[src/rtl/matrix_pkg.sv]
// Purpose: shared encodings and glyph tables for the 8x8 dot-matrix scan interface.
// Latency: n/a (constants and a combinational helper only).
// Backpressure: n/a.
package matrix_pkg;

    typedef enum logic [1:0] {
        ST_GREEN   = 2'd0,
        ST_YELLO   = 2'd1,
        ST_RED     = 2'd2,
        ST_UNKNOWN = 2'd3
    } status_e;

    // Glyphs stored row 0 first, so element 0 is the most significant byte
    // and the packed value lines up with the {row0,...,row7} frame layout.
    localparam logic [0:7][7:0] GLYPH_GREEN = {8'h0C, 8'h0C, 8'h19, 8'h7E,
                                               8'h98, 8'h18, 8'h28, 8'h48};
    localparam logic [0:7][7:0] GLYPH_YELLO = {8'h00, 8'h24, 8'h3C, 8'hBD,
                                               8'hFF, 8'h3C, 8'h3C, 8'h00};
    localparam logic [0:7][7:0] GLYPH_RED   = {8'h18, 8'h18, 8'h3C, 8'h3C,
                                               8'h5A, 8'h18, 8'h18, 8'h18};

    // One-cold row select: row 0 drives bit7 low, row 7 drives bit0 low.
    localparam logic [0:7][7:0] ROW_SEL = {8'h7F, 8'hBF, 8'hDF, 8'hEF,
                                           8'hF7, 8'hFB, 8'hFD, 8'hFE};

    function automatic status_e classify(input logic [63:0] f);
        if (f == GLYPH_GREEN) return ST_GREEN;
        if (f == GLYPH_YELLO) return ST_YELLO;
        if (f == GLYPH_RED)   return ST_RED;
        return ST_UNKNOWN;
    endfunction

endpackage

[src/rtl/matrix_row_decode.sv]
// Purpose: decode a one-cold row select into {valid, row index}.
// Latency: combinational.
// Backpressure: none.
// Ports: row_sel (in, 8) one-cold select; row_vld (out) exactly one bit low;
//        row_idx (out, 3) selected row, 0 when row_vld=0.
module matrix_row_decode
    import matrix_pkg::*;
(
    input  logic [7:0] row_sel,
    output logic       row_vld,
    output logic [2:0] row_idx
);

    // Matching against the table rejects both all-ones and multi-zero selects.
    always_comb begin
        row_vld = 1'b0;
        row_idx = 3'd0;
        for (int i = 0; i < 8; i++) begin
            if (row_sel == ROW_SEL[i]) begin
                row_vld = 1'b1;
                row_idx = 3'(i);
            end
        end
    end

endmodule

[src/rtl/matrix_scan_capture.sv]
// Purpose: rebuild row-scanned 8x8 frames, classify them against the glyphs, flag protocol errors.
// Latency: 2 edges from row 7 on the pins to frame/frame_done/status.
// Backpressure: none; every sampled row is consumed, idle cycles (sample_en=0) are ignored.
// Ports: ani_clk/rst clock and async active-high reset; sample_en, dot_row, dot_col scan inputs;
//        frame last complete frame {row0..row7}; frame_done, row_err, seq_err 1-cycle pulses;
//        status/status_valid stable classification; err_count saturating error count.
module matrix_scan_capture
    import matrix_pkg::*;
#(
    parameter int STABLE_FRAMES = 2,
    parameter int ERR_W         = 8
) (
    input  logic             ani_clk,
    input  logic             rst,
    input  logic             sample_en,
    input  logic [7:0]       dot_row,
    input  logic [7:0]       dot_col,
    output logic [63:0]      frame,
    output logic             frame_done,
    output logic [1:0]       status,
    output logic             status_valid,
    output logic             row_err,
    output logic             seq_err,
    output logic [ERR_W-1:0] err_count
);

    // Counter only needs to reach STABLE_FRAMES; saturating above that is harmless.
    localparam int               CNT_W   = (STABLE_FRAMES < 1) ? 1 : $clog2(STABLE_FRAMES + 1);
    localparam logic [CNT_W-1:0] CNT_MAX = '1;
    localparam logic [CNT_W-1:0] CNT_THR = CNT_W'(STABLE_FRAMES);

    // Stage 0 input register.
    logic       v_q;
    logic [7:0] row_q;
    logic [7:0] col_q;

    // Stage 1 state.
    logic [7:0]       row_buf [8];
    logic [2:0]       exp_row;
    status_e          last_cls;
    logic [CNT_W-1:0] stab_cnt;

    logic             row_vld;
    logic [2:0]       row_idx;
    logic [63:0]      new_frame;
    status_e          cls;
    logic [CNT_W-1:0] cnt_nxt;
    logic             err_inc;

    matrix_row_decode u_row_decode (
        .row_sel (row_q),
        .row_vld (row_vld),
        .row_idx (row_idx)
    );

    always_ff @(posedge ani_clk or posedge rst) begin
        if (rst) begin
            v_q   <= 1'b0;
            row_q <= 8'hFF;
            col_q <= 8'h00;
        end else begin
            v_q   <= sample_en;
            row_q <= dot_row;
            col_q <= dot_col;
        end
    end

    // Row 7 is still in col_q when the frame completes, so the frame is
    // assembled from the buffer plus the live column byte.
    always_comb begin
        new_frame = {row_buf[0], row_buf[1], row_buf[2], row_buf[3],
                     row_buf[4], row_buf[5], row_buf[6], col_q};
        cls       = classify(new_frame);
        cnt_nxt   = CNT_W'(1);
        if (cls == last_cls) begin
            cnt_nxt = (stab_cnt == CNT_MAX) ? stab_cnt : stab_cnt + CNT_W'(1);
        end
        // A bad select and an out-of-order row are mutually exclusive.
        err_inc   = v_q && (!row_vld || (row_idx != exp_row));
    end

    always_ff @(posedge ani_clk or posedge rst) begin
        if (rst) begin
            for (int i = 0; i < 8; i++) begin
                row_buf[i] <= 8'h00;
            end
            exp_row      <= 3'd0;
            frame        <= 64'd0;
            frame_done   <= 1'b0;
            row_err      <= 1'b0;
            seq_err      <= 1'b0;
            err_count    <= '0;
            status       <= ST_UNKNOWN;
            status_valid <= 1'b0;
            last_cls     <= ST_UNKNOWN;
            stab_cnt     <= '0;
        end else begin
            frame_done <= 1'b0;
            row_err    <= 1'b0;
            seq_err    <= 1'b0;

            if (v_q) begin
                if (!row_vld) begin
                    // Garbled select: abandon the partial frame.
                    row_err <= 1'b1;
                    exp_row <= 3'd0;
                end else if (row_idx == exp_row) begin
                    row_buf[row_idx] <= col_q;
                    exp_row          <= row_idx + 3'd1;
                    if (row_idx == 3'd7) begin
                        frame      <= new_frame;
                        frame_done <= 1'b1;
                        last_cls   <= cls;
                        stab_cnt   <= cnt_nxt;
                        if (cnt_nxt >= CNT_THR) begin
                            status       <= cls;
                            status_valid <= 1'b1;
                        end
                    end
                end else begin
                    // Out of order; a row 0 is still a legitimate frame start.
                    seq_err <= 1'b1;
                    if (row_idx == 3'd0) begin
                        row_buf[0] <= col_q;
                        exp_row    <= 3'd1;
                    end else begin
                        exp_row <= 3'd0;
                    end
                end
            end

            if (err_inc && (err_count != '1)) begin
                err_count <= err_count + ERR_W'(1);
            end
        end
    end

endmodule

[config.mk]
export PLATFORM = sky130hd
export DESIGN_NAME = matrix_scan_capture
export DESIGN_NICKNAME = d
export VERILOG_FILES = /design/src/rtl/matrix_pkg.sv /design/src/rtl/matrix_row_decode.sv /design/src/rtl/matrix_scan_capture.sv
export SDC_FILE = /design/constraint.sdc
export NUM_CORES = 1
export LEC_CHECK = 0
export BUFFER_PORTS_ARGS = -buffer_cell sky130_fd_sc_hd__buf_2
export CELL_PAD_IN_SITES_DETAIL_PLACEMENT = 1
export CELL_PAD_IN_SITES_GLOBAL_PLACEMENT = 2
export CORE_AREA = 4 4 133 135
export DETAILED_ROUTE_END_ITERATION = 6
export DIE_AREA = 0 0 137 139
export PLACE_DENSITY_LB_ADDON = 0.25
export SYNTH_ARGS = -nofsm -noshare
export SYNTH_HDL_FRONTEND = slang
export SYNTH_HIERARCHICAL = 1
export SYNTH_SLANG_ARGS = --single-unit
[constraint.sdc]
create_clock -name ani_clk -period 10.13 [get_ports ani_clk]
set_input_delay 2.026 -clock ani_clk [delete_from_list [all_inputs] [get_ports ani_clk]]
set_output_delay 2.026 -clock ani_clk [all_outputs]
set_load 0.02 [all_outputs]
==> flow_summary.json <==
{
  "ant_nets": 0,
  "clockBufferDepth": 2,
  "die_h_um": 139,
  "syn2layout_area_growth_pct": 20.4,
  "core_um2": 16500,
  "pin_count": 97,
  "yosys.area.top_type_share": 0.564,
  "synth_area_leaders": "dfrtp_1 56%, nand2_1 12%, mux2_2 9.9%",
  "final-hold-violation-count": 0,
  "p_per_area_nw_per_um2": 190,
  "rsz0062_at_grt": "no",
  "r2r_start": "row_q[0]",
  "start_util": 0.393,
  "max_cap_violations": 0,
  "die_w_um": 137,
  "cts_sinks": 158,
  "clockRootBuffer": "clkbuf_16",
  "crit_type": "reg2reg",
  "cts_tree": "done",
  "synthFlopType": "dfrtp_1",
  "dp_slack_ns": 6.11,
  "max_freq_ghz": 0.252,
  "dieArea_um2": 19000,
  "synth_cell_types": 51,
  "relSlewSlack": 0.307,
  "grt_overflow": 0,
  "port-buffer-count": 96,
  "hold_path.startpoint": "frame[48]",
  "finalSetupViolCount": 0,
  "rows": 47,
  "fin_crit_ns": 3.97,
  "ys_seq_elements": 158,
  "cts_max_level": 4,
  "grt_pass1_vias": 4923,
  "peakVddDrop_uv": 110,
  "cp_data_arrival_time_ns": 4.29,
  "end_kind": "flop",
  "cts_buffers": 17,
  "num_vias": 4543,
  "syn_area_um2": 6470,
  "post_synth_inst_count": 579,
  "grt_pass1_wl_um": 26200,
  "hold_path_end": "frame[48]",
  "synthArstFlopShare": 1.00,
  "final.period_utilization": 0.392,
  "nets": 696,
  "slew_violations": 0,
  "syn_nets": 602,
  "skew_ns": 0.00791,
  "tns_ns": 0,
  "ys_warn_count": 6,
  "gp_congestion": 0.753,
  "synth_top_area_cell": "dfrtp_1",
  "seq_area_frac_synth": 0.613,
  "grt_max_degree": 115,
  "worstHoldPathType": "reg2reg",
  "antenna_found_initial": 0,
  "crit_path_start_kind": "flop",
  "cp_data_required_time_ns": 10.45,
  "rr_worst_depth": 12,
  "dp_hpwl_um": 11000,
  "synth_edf_count": 0,
  "antenna_cells": 0,
  "route.detailed.drc": 0,
  "drive_gt1_frac": 0.313,
  "drt-wirelength-per-cell_um": 17.8,
  "viasPerCell": 5.01,
  "ctsHoldBuffers": 0,
  "cts_setup_buffers": 0,
  "crit_fanout": 71,
  "worst_slack_ns": 6.16,
  "grt_usage": 0.177,
  "drtPass1Iterations": 4,
  "postSynthAreaPerCell_um2": 11.2,
  "clock_latency_ns": 0.42,
  "reg2reg_slack_ns": 6.16,
  "status": "completed",
  "p_leak_nw": 4.10,
  "routed_wl_um": 16100,
  "whs_path_depth": 2,
  "path_clk_slew_ns": 0.06,
  "cts_resized": 0,
  "tightestPinTransition_ns": 1.04,
  "r2r-end": "stab_cnt[0]",
  "drtIter0Drc": 226
}
[layout by cell type, fill, tap and decap left out, drive strengths merged, types with 8 or more instances in the layout]
master	n
dfstp	12
buf	99
nor2	10
clkbuf	23
nand4	17
nor4b	8
nor3	8
dfrtp	146
mux2	57
xnor2	9
a21oi	9
nand2	208
inv	11
[stage by stage]
| stage | utilization | hold slack [ns] | instances | power, mW | cell area [µm²] |
|---|---|---|---|---|---|
| global placement | 0.434 | 0.454 | 874 | 0.794 | 7150 |
| global route | 0.473 | 0.489 | 906 | 1.54 | 7790 |
| floorplan | - | 0.447 | 579 | 0.760 | 6470 |
| CTS | 0.473 | 0.475 | 906 | 1.50 | 7790 |
| detailed placement | 0.434 | 0.460 | 874 | 0.801 | 7150 |
| finish | 0.473 | 0.468 | 906 | 1.48 | 7790 |
[per-layer routing]
layer	GRT usage	share of wire	vias up
li1	-	-	2125
met4	0.0462	0.0083	0
met5	0	0	-
met3	0.0454	0.031	12
met1	0.225	0.44	2346
met2	0.301	0.52	60
[where the power goes]
group / leakage [nW] / total (mW) / switching [mW] / internal, mW
sequential: 2.12 / 0.695 / 0.0364 / 0.659
clock: 0.306 / 0.692 / 0.253 / 0.439
combinational: 1.68 / 0.0917 / 0.0534 / 0.0383
total: 4.10 / 1.48 / 0.343 / 1.14
[cell type report]
cell class              instances  area [µm²]
clock buffers                  23         488
clock inverters                 9         156
fillers                      1827        8680
inverters                      11        46.3
multi-input cells             386        2350
flip-flops and latches        158        3970
well taps                     220         275
repair buffers                 99         503
[worst max-delay path, cell delays in order, from the launching register on]
cell and delay (ns):
dfstp_2 0.62, xnor2_1 0.09, a211o_1 0.30, a21oi_2 0.50
o21bai_1 0.26, nand2_1 0.21, nor4_4 0.37, nand2_2 0.08
buf_4 0.32, inv_2 0.16, buf_4 0.57, nand3b_1 0.15
o22a_1 0.18
[synth_stat cells (5+ instances only)]
| cell | number |
|---|---|
| nand2_1 | 208 |
| dfrtp_1 | 146 |
| mux2_2 | 57 |
| clkbuf_1 | 17 |
| nand4_1 | 17 |
| dfstp_2 | 12 |
| inv_1 | 10 |
| nor2_1 | 9 |
| a21oi_1 | 8 |
| nor4b_1 | 8 |
| xnor2_1 | 7 |
| nand3_1 | 6 |
| xor2_1 | 6 |
| nor4_1 | 5 |
[cells by family (layout without fill, tap and decap cells)]
family | Yosys count | count (layout) | share of synthesized area
AO/OA/AOI/OAI | 25 | 25 | 0.0249
XOR/XNOR | 15 | 15 | 0.0226
AND/OR/NAND/NOR | 282 | 282 | 0.204
flip-flops | 158 | 158 | 0.613
adder cells (fa/ha/maj) | 4 | 4 | 0.00773
multiplexers | 60 | 60 | 0.104
buffers and inverters | 35 | 142 | 0.0238
[how the worst max path moves through the flow]
stage	end	cells past startpoint	start
2_1_floorplan	col_q[0]	1	rst
3_3_place_gp	stab_cnt[0]	12	row_q[0]
3_5_place_dp	stab_cnt[0]	12	row_q[0]
4_1_cts	stab_cnt[0]	12	row_q[0]
5_1_grt	stab_cnt[0]	12	row_q[0]
6_report	stab_cnt[0]	12	row_q[0]
[sequential cells by signal, indices dropped and copies added (netlist names), 2 cells and up]
signal,count
col_q,8
err_count,8
exp_row,3
frame,64
last_cls,2
new_frame,56
row_q,8
stab_cnt,2
status,2
Note: power is estimated with default switching activity, not from simulation.
